`src/rtl/timer_dev.sv`:
```
// timer_dev: countdown timer peripheral on the CPU device bus (responder side).
//
// Three registers are mapped by word address, addr[3:2]:
//    0  CTRL   = {28'b0, IM, MODE[1:0], EN}   (read/write, byte 0 only)
//    1  PRESET = reload value                 (read/write, byte-enabled)
//    2  COUNT  = current count                (read-only)
//    3  unmapped, reads 0, writes ignored
// Once enabled, the FSM loads COUNT from PRESET and counts down to 0. It then
// raises the expiry flag. In periodic mode (MODE=01) it reloads on its own.
// In any other mode it clears EN and parks in IDLE.
//
// Ports:
//    clk   in   1   system clock, rising edge
//    rst   in   1   synchronous active-high reset
//    addr  in  32   bus byte address (only [3:2] decoded)
//    we    in   1   bus write strobe (already device-selected)
//    be    in   4   write byte enables, be[i] gates din[8i+7:8i]
//    din   in  32   bus write data
//    dout  out 32   read data, combinational from addr[3:2]
//    irq   out  1   interrupt request, IM & flag
module timer_dev #(
   parameter logic [3:0]  CTRL_RST   = 4'h0,
   parameter logic [31:0] PRESET_RST = 32'h0000_0000
) (
   input  logic        clk,
   input  logic        rst,
   input  logic [31:0] addr,
   input  logic        we,
   input  logic [3:0]  be,
   input  logic [31:0] din,
   output logic [31:0] dout,
   output logic        irq
);

   typedef enum logic [1:0] {
      S_IDLE = 2'd0,
      S_LOAD = 2'd1,
      S_CNT  = 2'd2,
      S_INT  = 2'd3
   } state_t;

   state_t      state_q, state_d;
   logic [3:0]  ctrl_q, ctrl_d;
   logic [31:0] preset_q, preset_d;
   logic [31:0] count_q, count_d;
   logic        flag_q, flag_d;

   logic        wr_ctrl_s;
   logic        wr_preset_s;
   logic        ctrl_byte_wr_s;
   logic [3:0]  ctrl_eff_s;
   logic        en_s;
   logic        periodic_s;
   logic        unused_addr_s;

   // Only addr[3:2] takes part in decoding.
   assign unused_addr_s = ^{addr[31:4], addr[1:0]};

   assign wr_ctrl_s      = we && (addr[3:2] == 2'd0);
   assign wr_preset_s    = we && (addr[3:2] == 2'd1);
   assign ctrl_byte_wr_s = wr_ctrl_s && be[0];

   // The FSM decides on CTRL as it will be after this edge's bus write.
   // A write of EN therefore takes effect on the same edge. This is what
   // makes the write-EN edge move IDLE straight to LOAD.
   assign ctrl_eff_s = ctrl_byte_wr_s ? din[3:0] : ctrl_q;
   assign en_s       = ctrl_eff_s[0];
   assign periodic_s = (ctrl_eff_s[2:1] == 2'b01);

   assign irq = ctrl_q[3] & flag_q;

   // Read mux, no side effects.
   always_comb begin
      dout = 32'h0000_0000;
      case (addr[3:2])
         2'd0:    dout = {28'h000_0000, ctrl_q};
         2'd1:    dout = preset_q;
         2'd2:    dout = count_q;
         default: dout = 32'h0000_0000;
      endcase
   end

   // Next-state logic: bus writes, FSM sequencing, expiry flag.
   always_comb begin
      ctrl_d   = ctrl_eff_s;
      preset_d = preset_q;
      count_d  = count_q;
      state_d  = state_q;

      for (int i = 0; i < 4; i++) begin
         if (wr_preset_s && be[i]) begin
            preset_d[8*i +: 8] = din[8*i +: 8];
         end else begin
            preset_d[8*i +: 8] = preset_q[8*i +: 8];
         end
      end

      // Any bus write to CTRL or PRESET acknowledges the flag. A flag set by
      // the FSM further down overrides this on the same edge.
      if (wr_ctrl_s || wr_preset_s) begin
         flag_d = 1'b0;
      end else begin
         flag_d = flag_q;
      end

      case (state_q)
         S_IDLE: begin
            if (en_s) begin
               state_d = S_LOAD;
            end else begin
               state_d = S_IDLE;
            end
         end
         S_LOAD: begin
            // A PRESET write on this same edge is not seen until the next load.
            if (en_s) begin
               count_d = preset_q;
               state_d = S_CNT;
            end else begin
               state_d = S_IDLE;
            end
         end
         S_CNT: begin
            if (!en_s) begin
               state_d = S_IDLE;
            end else if (count_q != 32'd0) begin
               count_d = count_q - 32'd1;
            end else begin
               state_d = S_INT;
               flag_d  = 1'b1;
            end
         end
         S_INT: begin
            if (periodic_s) begin
               state_d = S_LOAD;
               flag_d  = 1'b0;
            end else begin
               state_d = S_IDLE;
               // A CTRL write on this edge wins over the automatic EN clear.
               if (ctrl_byte_wr_s) begin
                  ctrl_d = din[3:0];
               end else begin
                  ctrl_d = {ctrl_q[3:1], 1'b0};
               end
            end
         end
         default: begin
            state_d = S_IDLE;
         end
      endcase
   end

   // State registers with synchronous reset.
   always_ff @(posedge clk) begin
      if (rst) begin
         state_q  <= S_IDLE;
         ctrl_q   <= CTRL_RST;
         preset_q <= PRESET_RST;
         count_q  <= 32'd0;
         flag_q   <= 1'b0;
      end else begin
         state_q  <= state_d;
         ctrl_q   <= ctrl_d;
         preset_q <= preset_d;
         count_q  <= count_d;
         flag_q   <= flag_d;
      end
   end

endmodule

```
`config.mk`:
```
export PLATFORM = sky130hd
export DESIGN_NAME = timer_dev
export DESIGN_NICKNAME = d
export VERILOG_FILES = /design/src/rtl/timer_dev.sv
export SDC_FILE = /design/constraint.sdc
export NUM_CORES = 1
export LEC_CHECK = 0
export BUFFER_PORTS_ARGS = -buffer_cell sky130_fd_sc_hd__buf_2
export CAP_MARGIN = 20
export CORE_UTILIZATION = 40
export DETAILED_ROUTE_END_ITERATION = 10
export PLACE_DENSITY = 0.68
export SYNTH_ARGS = -nofsm -noshare
export SYNTH_HDL_FRONTEND = slang
export SYNTH_SLANG_ARGS = --single-unit
```
`constraint.sdc`:
```
create_clock -name clk -period 3.25 [get_ports clk]
set_clock_uncertainty 0.05 [all_clocks]
set_input_delay 0.1625 -clock clk [delete_from_list [all_inputs] [get_ports clk]]
set_output_delay 0.1625 -clock clk [all_outputs]
set_load 0.005 [all_outputs]
```
==> results of run 1 <==
[kinds of logic (layout without fill, tap and decap cells)]
group / after synthesis / count (layout) / share of synthesized area
AND/OR/NAND/NOR: 213 / 213 / 0.2557
AO/OA/AOI/OAI: 192 / 192 / 0.3083
flip-flops: 71 / 71 / 0.3434
buffers and inverters: 65 / 134 / 0.06499
multiplexers: 10 / 10 / 0.02449
adder cells (fa/ha/maj): 1 / 1 / 0.003022
[state kept, by name (all words and copies together), names as in the netlist]
register / flops
count_q: 32
state_q: 2
ctrl_q: 4
preset_q: 32
flag_q: 1
[metal layers]
layer / track usage / up-vias / share of wire
met4: 0.07449 / 0 / 0.014
li1: - / 2173 / -
met5: 0 / - / 0
met1: 0.3046 / 2032 / 0.47
met2: 0.3428 / 175 / 0.45
met3: 0.05223 / 20 / 0.071
[how the worst max path moves through the flow]
stage,from,endpoint,depth (start not counted)
after floorplan,count_q[0]$_SDFFE_PP0P_,count_q[11]$_SDFFE_PP0P_,10
final,count_q[0]$_SDFFE_PP0P_,count_q[24]$_SDFFE_PP0P_,8
after CTS,count_q[0]$_SDFFE_PP0P_,count_q[24]$_SDFFE_PP0P_,8
after global placement,count_q[0]$_SDFFE_PP0P_,count_q[27]$_SDFFE_PP0P_,8
after detailed placement,count_q[0]$_SDFFE_PP0P_,count_q[24]$_SDFFE_PP0P_,8
after global routing,count_q[0]$_SDFFE_PP0P_,count_q[29]$_SDFFE_PP0P_,8
[power groups by stage]
stage | sequential (mW) | clock, mW | combinational, mW
floorplan | 0.907 | 0 | 0.112
detailed placement | 0.911 | 0 | 0.179
finish | 0.892 | 0.658 | 0.204
global placement | 0.910 | 0 | 0.175
global route | 0.892 | 0.709 | 0.223
CTS | 0.891 | 0.671 | 0.202
[worst max-delay path, stage by stage (launching register included)]
cell and delay [ps]:
dfxtp_1 350, inv_1 90, ha_1 200, or4b_1 460, or2_0 450, nor4_4 410, buf_4 290, o31ai_1 120
a21oi_1 180
[synth_stat cells (2+ instances only)]
cell	count
a211o_1	12
a211oi_1	2
a21oi_1	80
a22o_1	28
a22oi_1	4
a2bb2oi_1	2
a31oi_1	9
a32oi_1	5
a41oi_1	2
and2_1	2
and3_1	5
buf_1	3
buf_2	8
buf_6	2
clkbuf_1	47
dfxtp_1	71
inv_1	5
mux2i_1	9
nand2_1	90
nand2b_1	5
nand3_1	8
nand4_1	8
nor2_1	25
nor2b_1	4
nor3_1	17
nor4_1	11
o21ai_0	9
o21ai_1	2
o31a_1	2
o31ai_1	29
or3_1	21
or4_1	7
[area by class of cell]
cell class	instances	area [sq um]
clock buffers	15	176.4
inverters	5	18.77
repair buffers	114	768.2
fillers	986	4886
well taps	133	166.4
flip-flops and latches	71	1421
multi-input cells	416	2472
[timing repair]
action	in CTS	in global routing
gates resized for setup	0	0
hold buffers	25	0
hold endpoints to repair	25	0
==> impl_results.md, run 1 <==
* Outcome: complete, no violations
* Final core occ at 0.5069
* Clk slew on worst S/H paths at 70 ps
* Die height at slightly above 100 um
* Comb power frac at 0.116
* Drt total wl at approximately 12000 um
* Proportion of layout cells with a drive suffix above 1 at 0.1787
* Arrival time at the worst endpoint at about 2900 ps
* Die area at about 11000 sq um
* Die W at 103.7 um
* CP Class: reg -> reg
* Cells after Synth at 552
* Sequential share of power at 0.508
* Relative slew slack at 0.5161
* Worst skew pair latency at 360 ps
* Min-Delay Path Class: in -> reg
* Gr usage total at 0.2225
* Min-Delay Path Depth at 3
* #FFs+latches synth at 71
* Post CTS Setup Buffer Count at 0
* Wirelength per Cell at between 15 and 20 um
* Fin cells at 754
* Clock sink count at 71
* Rows at 36
* Leading cell types in the layout, fill and taps excluded: nand2_1, a21oi_1, buf_2
* Ys flop type: dfxtp_1
* # IOs at around 100
* Period utilisation layout at 0.8209
* Deepest clock path buffer count at 2
* Power, Total at around 1.8 mW
* Max VDD drop at 206.6 uV
* GRT Residual Overflow at 0
* Vias in the first global route at 4120
* Max-Cap Viols at 0
* Setup Viol. Count Final at 0
* Root Buffer: clkbuf_8
* H-Tree Depth at 3
* LEAKAGE at 1.791 nW
* Asr flop ratio synth at 0
* DRC violations left at 0
* Worst Hold End: preset_q[8]$_SDFFE_PP0P_
* Top-area cell type share of the netlist area at 0.3434
* Mapped Avg Cell Area at 7.498 sq um
* Final Worst Setup Slack at roughly 580 ps
* Area Growth Syn to Fin at 21.37%
* Reg-to-Reg Start: count_q[0]$_SDFFE_PP0P_
* Largest net degree at the start of global routing at 43
* Crit Reg-Reg Endpoint: count_q[24]$_SDFFE_PP0P_
* First-pass DRT Iterations at 5
* Peak fanout along the critical path at 18
* Final Cell Area at 5024 sq um
* Worst hold start: din[8]
* Synthesized area at 4139 sq um
* Port Buffer Count at 73
* Final nets at 689
* Total placed cells including tap cells at 714
* First-pass GRT wire length at 19820 um
* RSZ-0062 raised after global routing: false
* Slew Viols, Final at 0
* Worst setup SP type: register
* R2R depth at 8
* Post-DP Area at 4597 sq um
* Hold_ws at 7.878 ps
* Synth area leader: dfxtp_1
* Synth cell types at 50
* Vias at 4400
* Post-synth EDFFs at 0
* HPWL Detailed at 7740 um
* FF-to-FF setup slack at 580 ps
* Number of inserted diodes at 0
* Final Hold Fails at 0
* CTS buffer count at 9
* P_int at about 1.3 mW
* PD cells at 349.1 nW/um^2
* Psw at 453.8 uW
* Sw frac at 0.2587
* Largest cells by area after synthesis: dfxtp_1, a21oi_1, nand2_1
* Worst slew pin tran at 723.2 ps
* Final ANT Viol Nets at 0
* Mapped Nets at roughly 620
* Synth warn at 0
* Worst EP required at 3490 ps
* Leading cell type in the layout, fill and taps excluded: nand2_1
* Fmax at 374.8 MHz
* Clk pwr share at 0.375
* Seq/Total Area, Yosys at 0.3434
* Place WS at 613.6 ps
* Final setup TNS at 0 ps
* Period minus WS final at 2668 ps
* Core area at 9910 sq um
* DRT iter0 DRCs at ~260
* Via density at 5.836
* CTS tree: yes
* Initial antenna violation count at 0
* Initial Util at 0.4177
* Crit end category: register
* Gpl congestion at 0.8739
No activity file was read; power rests on OpenSTA's default activity.
==> run 2, diff against run 1 <==
- ABC_AREA: unset -> 1
- PLACE_DENSITY: 0.68 -> 0.7
- clock period: 3.25 -> 2.2 ns (I/O delays scaled with it)
==> run 2 against run 1 <==
  * The flow now finishes with violations (negative hold slack)
  * Via count increased by 7.1%
  * Combinational power rose by 93%
  * Largest cell class unchanged
  * Global-route usage rose by 1.2 points
  * Area after synthesis up 3.5%
  * Maximum frequency grew 34%
  * Clock power increased by 98%
  * First-iteration DRC count increased by 7.4%
  * Total power increased by 73%
  * Register-to-register slack lost 370 ps
  * Design area grew 5.8%
  * Critical path type unchanged
  * Core utilization up 0.57 points
  * Critical path depth rose by 2
==> impl_results.md, run 2 <==
* Port Buffer Count at 73 (unchanged)
* Crit path to: count_q[6]$_SDFFE_PP0P_ (was count_q[24]$_SDFFE_PP0P_)
* Largest net degree at the start of global routing at 36 (was 43)
* Initial Util at 0.4132 (was 0.4177)
* Synth warn at 0 (unchanged)
* CP Class: reg -> reg (unchanged)
* Max-Cap Viols at 0 (unchanged)
* Clk slew on worst S/H paths at 80 ps (was 70 ps)
* Worst EP required at 2410 ps (was 3490 ps)
* HPWL Detailed at 8890 um (was 7740 um)
* Leading cell type in the layout, fill and taps excluded: nand2_1 (unchanged)
* Gr usage total at 0.2341 (was 0.2225)
* Crit end category: register (unchanged)
* PD cells at 569.5 nW/um^2 (was 349.1 nW/um^2)
* Reg-to-Reg Start: count_q[0]$_SDFFE_PP0P_ (unchanged)
* Gpl congestion at 0.9057 (was 0.8739)
* FF-to-FF setup slack at 210 ps (was 580 ps)
* Cells after Synth at 701 (was 552)
* # IOs at 104 (unchanged)
* DRT iter0 DRCs at 275 (was 256)
* R2R depth at 10 (was 8)
* Root Buffer: clkbuf_8 (unchanged)
* Final nets at 872 (was 689)
* Mapped Avg Cell Area at 6.113 sq um (was 7.498 sq um)
* Setup Viol. Count Final at 0 (unchanged)
* Asr flop ratio synth at 0 (unchanged)
* Deepest clock path buffer count at 2 (unchanged)
* Clock sink count at 71 (unchanged)
* Slew Viols, Final at 0 (unchanged)
* Largest cells by area after synthesis: dfxtp_1, nand2_1, nor2_1 (was dfxtp_1, a21oi_1, nand2_1)
* Multi-input gate area at 2395 sq um (was 2472 sq um)
* Final ANT Viol Nets at 0 (unchanged)
* Worst skew pair latency at 360 ps (about the same)
* Min-Delay Path Class: in -> reg (unchanged)
* Arrival time at the worst endpoint at 2190 ps (was 2910 ps)
* LEAKAGE at 2.488 nW (was 1.791 nW)
* Area Growth Syn to Fin at 24.06% (was 21.37%)
* Top-area cell type share of the netlist area at 0.3317 (was 0.3434)
* CTS tree: yes (unchanged)
* Vias at 4714 (was 4400)
* Post-DP Area at 4830 sq um (was 4597 sq um)
* Wirelength per Cell at 13.20 um (was 15.68 um)
* Die area at 11130 sq um (was 10760 sq um)
* Period minus WS final at 1986 ps (was 2668 ps)
* Drt total wl at 12420 um (was 11820 um)
* Total placed cells including tap cells at 901 (was 714)
* Fmax at 503.5 MHz (was 374.8 MHz)
* CTS buffer count at 9 (unchanged)
* Max VDD drop at 287.0 uV (was 206.6 uV)
* Vias in the first global route at 4417 (was 4120)
* Synth area leader: dfxtp_1 (unchanged)
* Violated checks: negative hold slack
* Initial antenna violation count at 0 (unchanged)
* Fillcell total at 1093 (was 986)
* Final setup TNS at 0 ps (unchanged)
* Die W at 105.5 um (was 103.7 um)
* Die height at 105.5 um (was 103.7 um)
* Largest registers: count_q (32), preset_q (32), ctrl_q (4) (unchanged)
* Proportion of layout cells with a drive suffix above 1 at 0.1714 (was 0.1787)
* Final Cell Area at 5316 sq um (was 5024 sq um)
* Seq/Total Area, Yosys at 0.3317 (was 0.3434)
* Origin of the worst setup path: count_q[0]$_SDFFE_PP0P_ (unchanged)
* Rows at 37 (was 36)
* Worst slew pin tran at 709.0 ps (was 723.2 ps)
* Worst setup SP type: register (unchanged)
* H-Tree Depth at 3 (unchanged)
* Synth cell count leaders: nand2_1, nor2_1, inv_1, o21ai_0, dfxtp_1 (was nand2_1, a21oi_1, dfxtp_1, clkbuf_1, o31ai_1)
* Crit Reg-Reg Endpoint: count_q[6]$_SDFFE_PP0P_ (was count_q[24]$_SDFFE_PP0P_)
* Leading cell types in the layout, fill and taps excluded: nand2_1, nor2_1, inv_1 (was nand2_1, a21oi_1, buf_2)
* Relative slew slack at 0.5244 (was 0.5161)
* Outcome: finished, violations left (was complete, no violations)
* Ys flop type: dfxtp_1 (unchanged)
* Top-count cell post-synth: nand2_1 (unchanged)
* #FFs+latches synth at 71 (unchanged)
* Hold_ws at -2.822 ps (was 7.878 ps)
* Via density at 5.010 (was 5.836)
* Final Hold Fails at 4 (was 0)
* Post-synth EDFFs at 0 (unchanged)
* Fin cells at 941 (was 754)
* Power, Total at 3.028 mW (was 1.754 mW)
* Peak fanout along the critical path at 30 (was 18)
* Core area at 10370 sq um (was 9910 sq um)
* RSZ-0062 raised after global routing: false (unchanged)
* FF+latch area at 1421 sq um (unchanged)
* Mapped Nets at 773 (was 624)
* Number of inserted diodes at 0 (unchanged)
* Synthesized area at 4285 sq um (was 4139 sq um)
* GRT Residual Overflow at 0 (unchanged)
* First-pass DRT Iterations at 5 (unchanged)
* First-pass GRT wire length at 20830 um (was 19820 um)
* DRC violations left at 0 (unchanged)
* Worst hold start: din[13] (was din[8])
* Period utilisation layout at 0.9027 (was 0.8209)
* Synth cell types at 30 (was 50)
run 2: worst min-delay path by stage:
stage | slack [ps] | endpoint | cells after the start
floorplan | 190 | preset_q[0]$_SDFFE_PP0P_ | 2
global placement | 290 | preset_q[5]$_SDFFE_PP0P_ | 3
detailed placement | 290 | preset_q[7]$_SDFFE_PP0P_ | 3
CTS | 0.8 | preset_q[8]$_SDFFE_PP0P_ | 3
global route | 20 | preset_q[13]$_SDFFE_PP0P_ | 3
finish | -3 | preset_q[13]$_SDFFE_PP0P_ | 3
run 2: repair_timing:
item	in CTS	in global routing
hold buffers	24	0
setup buffers	0	0
endpoints found under the hold margin	30	0
gates resized for setup	0	0
run 2: layout make-up:
| type | count | area share |
|---|---|---|
| repair buffers | 115 | 0.1417 |
| clock buffers | 11 | 0.02659 |
| clock inverters | 5 | 0.01977 |
| multi-input cells | 515 | 0.4505 |
| inverters | 88 | 0.06213 |
| flip-flops and latches | 71 | 0.2674 |
| well taps | 136 | 0.03201 |
run 2: critical path, cell delays in order, from the launching register on:
cell,delay [ps]
dfxtp_1,320
inv_1,100
ha_1,240
nand2_2,130
nor2_8,150
nand2_4,60
o21ai_4,250
nand2_4,80
buf_4,250
o21ai_0,200
nor2_1,50
run 2: cells by family (layout without fill, tap and decap cells):
family / count (synthesis) / after routing / synth area share
compound gates: 158 / 158 / 0.1968
xor+xnor: 2 / 2 / 0.004088
fa+ha+maj: 1 / 1 / 0.002919
buf+inv: 115 / 219 / 0.1095
flops: 71 / 71 / 0.3317
simple gates: 354 / 354 / 0.3550
run 2: where the power goes:
part,total [mW],internal [mW],switching (mW),leakage (nW)
Clock,1.30,0.784,0.520,0.116
Combinational,0.394,0.160,0.234,1.80
Sequential,1.33,1.31,0.0177,0.575
run 2: layer usage:
metal	track usage	wire, um	part of all wire
met5	0	0	0
met1	0.3102	5923	0.48
met2	0.3849	5675	0.46
met3	0.03340	514	0.041
met4	0.08829	305	0.025
run 2: through the flow:
step | setup slack [ps] | utilization | hold WS [ps]
finish | 214.1 | 0.5127 | -2.822
global route | 97.65 | 0.5127 | 16.78
CTS | 217.3 | 0.5127 | 0.7807
detailed placement | 233.7 | 0.4657 | 290.4
global placement | 272.7 | 0.4657 | 285.1
floorplan | 412.3 | - | 194.9
==> run 3, diff against run 2 <==
- CORE_UTILIZATION: 40 -> 49
- PLACE_DENSITY: 0.7 -> 0.82
==> run 3 against run 2 <==
  * The run still ends with negative hold slack left
  * Non-clock buffer count decreased by 1
  * Die area decreased by 18%
  * Critical path depth unchanged
  * Critical path type unchanged
  * Clock power decreased by 19%
  * Via count increased by 2.8%
==> impl_results.md, run 3 (synthesis results as in run 2) <==
* CTS tree: yes (unchanged)
* Root Buffer: clkbuf_8 (unchanged)
* H-Tree Depth at 3 (unchanged)
* Final nets at 871 (was 872)
* Rows at 33 (was 37)
* Initial antenna violation count at 0 (unchanged)
* Crit end category: register (unchanged)
* Worst EP required at 2390 ps (was 2410 ps)
* Max VDD drop at 301.4 uV (was 287.0 uV)
* Worst path max stage delay at 320 ps (about the same)
* Deepest clock path buffer count at 2 (unchanged)
* Number of inserted diodes at 0 (unchanged)
* Vias in the first global route at 4274 (was 4417)
* GRT Residual Overflow at 0 (unchanged)
* Worst setup SP type: register (unchanged)
* Initial Util at 0.5138 (was 0.4132)
* Period minus WS final at 2048 ps (was 1986 ps)
* Period utilisation layout at 0.9308 (was 0.9027)
* Drt total wl at 12270 um (was 12420 um)
* Port Buffer Count at 73 (unchanged)
* Vias at 4847 (was 4714)
* Proportion of layout cells with a drive suffix above 1 at 0.1667 (was 0.1714)
* DRT iter0 DRCs at 283 (was 275)
* First-pass GRT wire length at 20000 um (was 20830 um)
* Violated checks: negative hold slack (unchanged)
* Gr usage total at 0.2825 (was 0.2341)
* First-pass DRT Iterations at 6 (was 5)
* Max-Cap Viols at 0 (unchanged)
* Min-Delay Path Class: in -> reg (unchanged)
* Post-CTS Resized at 0 (unchanged)
* Cell Chain, Critical Path: inv_1, ha_1, nand2_2, nor2_8, nand2_4, o21ai_4, nand2_4, buf_4, o21ai_0, nor2_1 (unchanged)
* Worst slew pin tran at 504.9 ps (was 709.0 ps)
* Clk slew on worst S/H paths at 80 ps (about the same)
* Die W at 95.52 um (was 105.5 um)
* Arrival time at the worst endpoint at 2240 ps (was 2190 ps)
* Leading cell type in the layout, fill and taps excluded: nand2_1 (unchanged)
* Post CTS Setup Buffer Count at 0 (unchanged)
* Clock sink count at 71 (unchanged)
* Peak fanout along the critical path at 20 (was 30)
* Leading cell types in the layout, fill and taps excluded: nand2_1, nor2_1, inv_1 (unchanged)
* Slew Viols, Final at 0 (unchanged)
* HPWL Detailed at 8594 um (was 8890 um)
* Power, Total at 2.770 mW (was 3.028 mW)
* Die area at 9124 sq um (was 11130 sq um)
* Die height at 95.52 um (was 105.5 um)
* # IOs at 104 (unchanged)
* Core area at 8341 sq um (was 10370 sq um)
* CTS buffer count at 9 (unchanged)
* PD cells at 532.1 nW/um^2 (was 569.5 nW/um^2)
* Slowest-stage cell, CP: dfxtp_1 (unchanged)
* Setup Viol. Count Final at 0 (unchanged)
* Relative slew slack at 0.6626 (was 0.5244)
* Final setup TNS at 0 ps (unchanged)
* Hold_ws at -15.46 ps (was -2.822 ps)
* Final ANT Viol Nets at 0 (unchanged)
* Fmax at 488.3 MHz (was 503.5 MHz)
* Gpl congestion at 0.9334 (was 0.9057)
* LEAKAGE at 2.462 nW (was 2.488 nW)
* Largest registers: count_q (32), preset_q (32), ctrl_q (4) (unchanged)
* CP top delay family: simple AND/OR/NAND/NOR gates (unchanged)
* Worst skew pair latency at 360 ps (about the same)
* Outcome: finished, violations left (unchanged)
* Cts hold-fix bufs at 26 (was 24)
* Wirelength per Cell at 13.49 um (was 13.20 um)
* Crit path top cell by count: nand2_4 (unchanged)
* CP Class: reg -> reg (unchanged)
* Via density at 5.332 (was 5.010)
* Area Growth Syn to Fin at 21.49% (was 24.06%)
* Place WS at 209.0 ps (was 233.7 ps)
* CP bufs+invs at 2 (unchanged)
* DRC violations left at 0 (unchanged)
* RSZ-0062 raised after global routing: false (unchanged)
* Largest net degree at the start of global routing at 36 (unchanged)
* Final Hold Fails at 1 (was 4)
* Final Worst Setup Slack at 152.3 ps (was 214.1 ps)
==> run 3: changes by cell type in the layout (fill, tap and decap cells not counted), sizes merged <==
cell	before	now
dlygate4sd3	24	26
clkbuf	11	12
buf	91	88
clkinv	1	4
bufinv	3	1
clkinvlp	2	0
==> run 3: final timing paths <==
check / start / end / slack (ps) / depth (start not counted)
worst min-delay path: din[10] / preset_q[10]$_SDFFE_PP0P_ / -20 / 3
worst max register to register: count_q[0]$_SDFFE_PP0P_ / count_q[4]$_SDFFE_PP0P_ / 150 / 10
worst max-delay path: count_q[0]$_SDFFE_PP0P_ / count_q[4]$_SDFFE_PP0P_ / 150 / 10
worst min register to register: preset_q[30]$_SDFFE_PP0P_ / preset_q[30]$_SDFFE_PP0P_ / 420 / 2
==> run 3: report_power, final <==
group / switching (mW) / total [mW] / internal, mW
Combinational: 0.232 / 0.389 / 0.157
Sequential: 0.0177 / 1.33 / 1.31
Clock: 0.501 / 1.05 / 0.550
==> run 3: metrics by stage <==
stage          cells  instance area, sq um  utilization
2_1_floorplan    701                  4285            -
3_3_place_gp     867                  4756       0.5702
3_5_place_dp     867                  4756       0.5702
4_1_cts          909                  5206       0.6242
5_1_grt          909                  5206       0.6242
6_report         909                  5206       0.6242
==> run 3: area by class of cell <==
type	instances	area (sq um)
fill	766	3134
multi-input combinational	515	2395
sequential	71	1421
timing repair buffer	114	738.2
inverter	88	330.3
clock buffer	12	145.1
tap	105	131.4
clock inverter	4	45.04
==> run 3: worst register-to-register path: stages, from the launching register on <==
cell and delay [ps]:
dfxtp_1 320, inv_1 90, ha_1 230, nand2_2 130
nor2_8 210, nand2_4 80, o21ai_4 250, nand2_4 80
buf_4 220, o21ai_0 230, nor2_1 60
==> run 3: per-layer routing <==
metal	up-vias	global-route usage	part of all wire
met3	19	0.04147	0.062
li1	2447	-	-
met4	0	0.1070	0.020
met1	2204	0.3800	0.46
met5	-	0	0
met2	177	0.4554	0.46
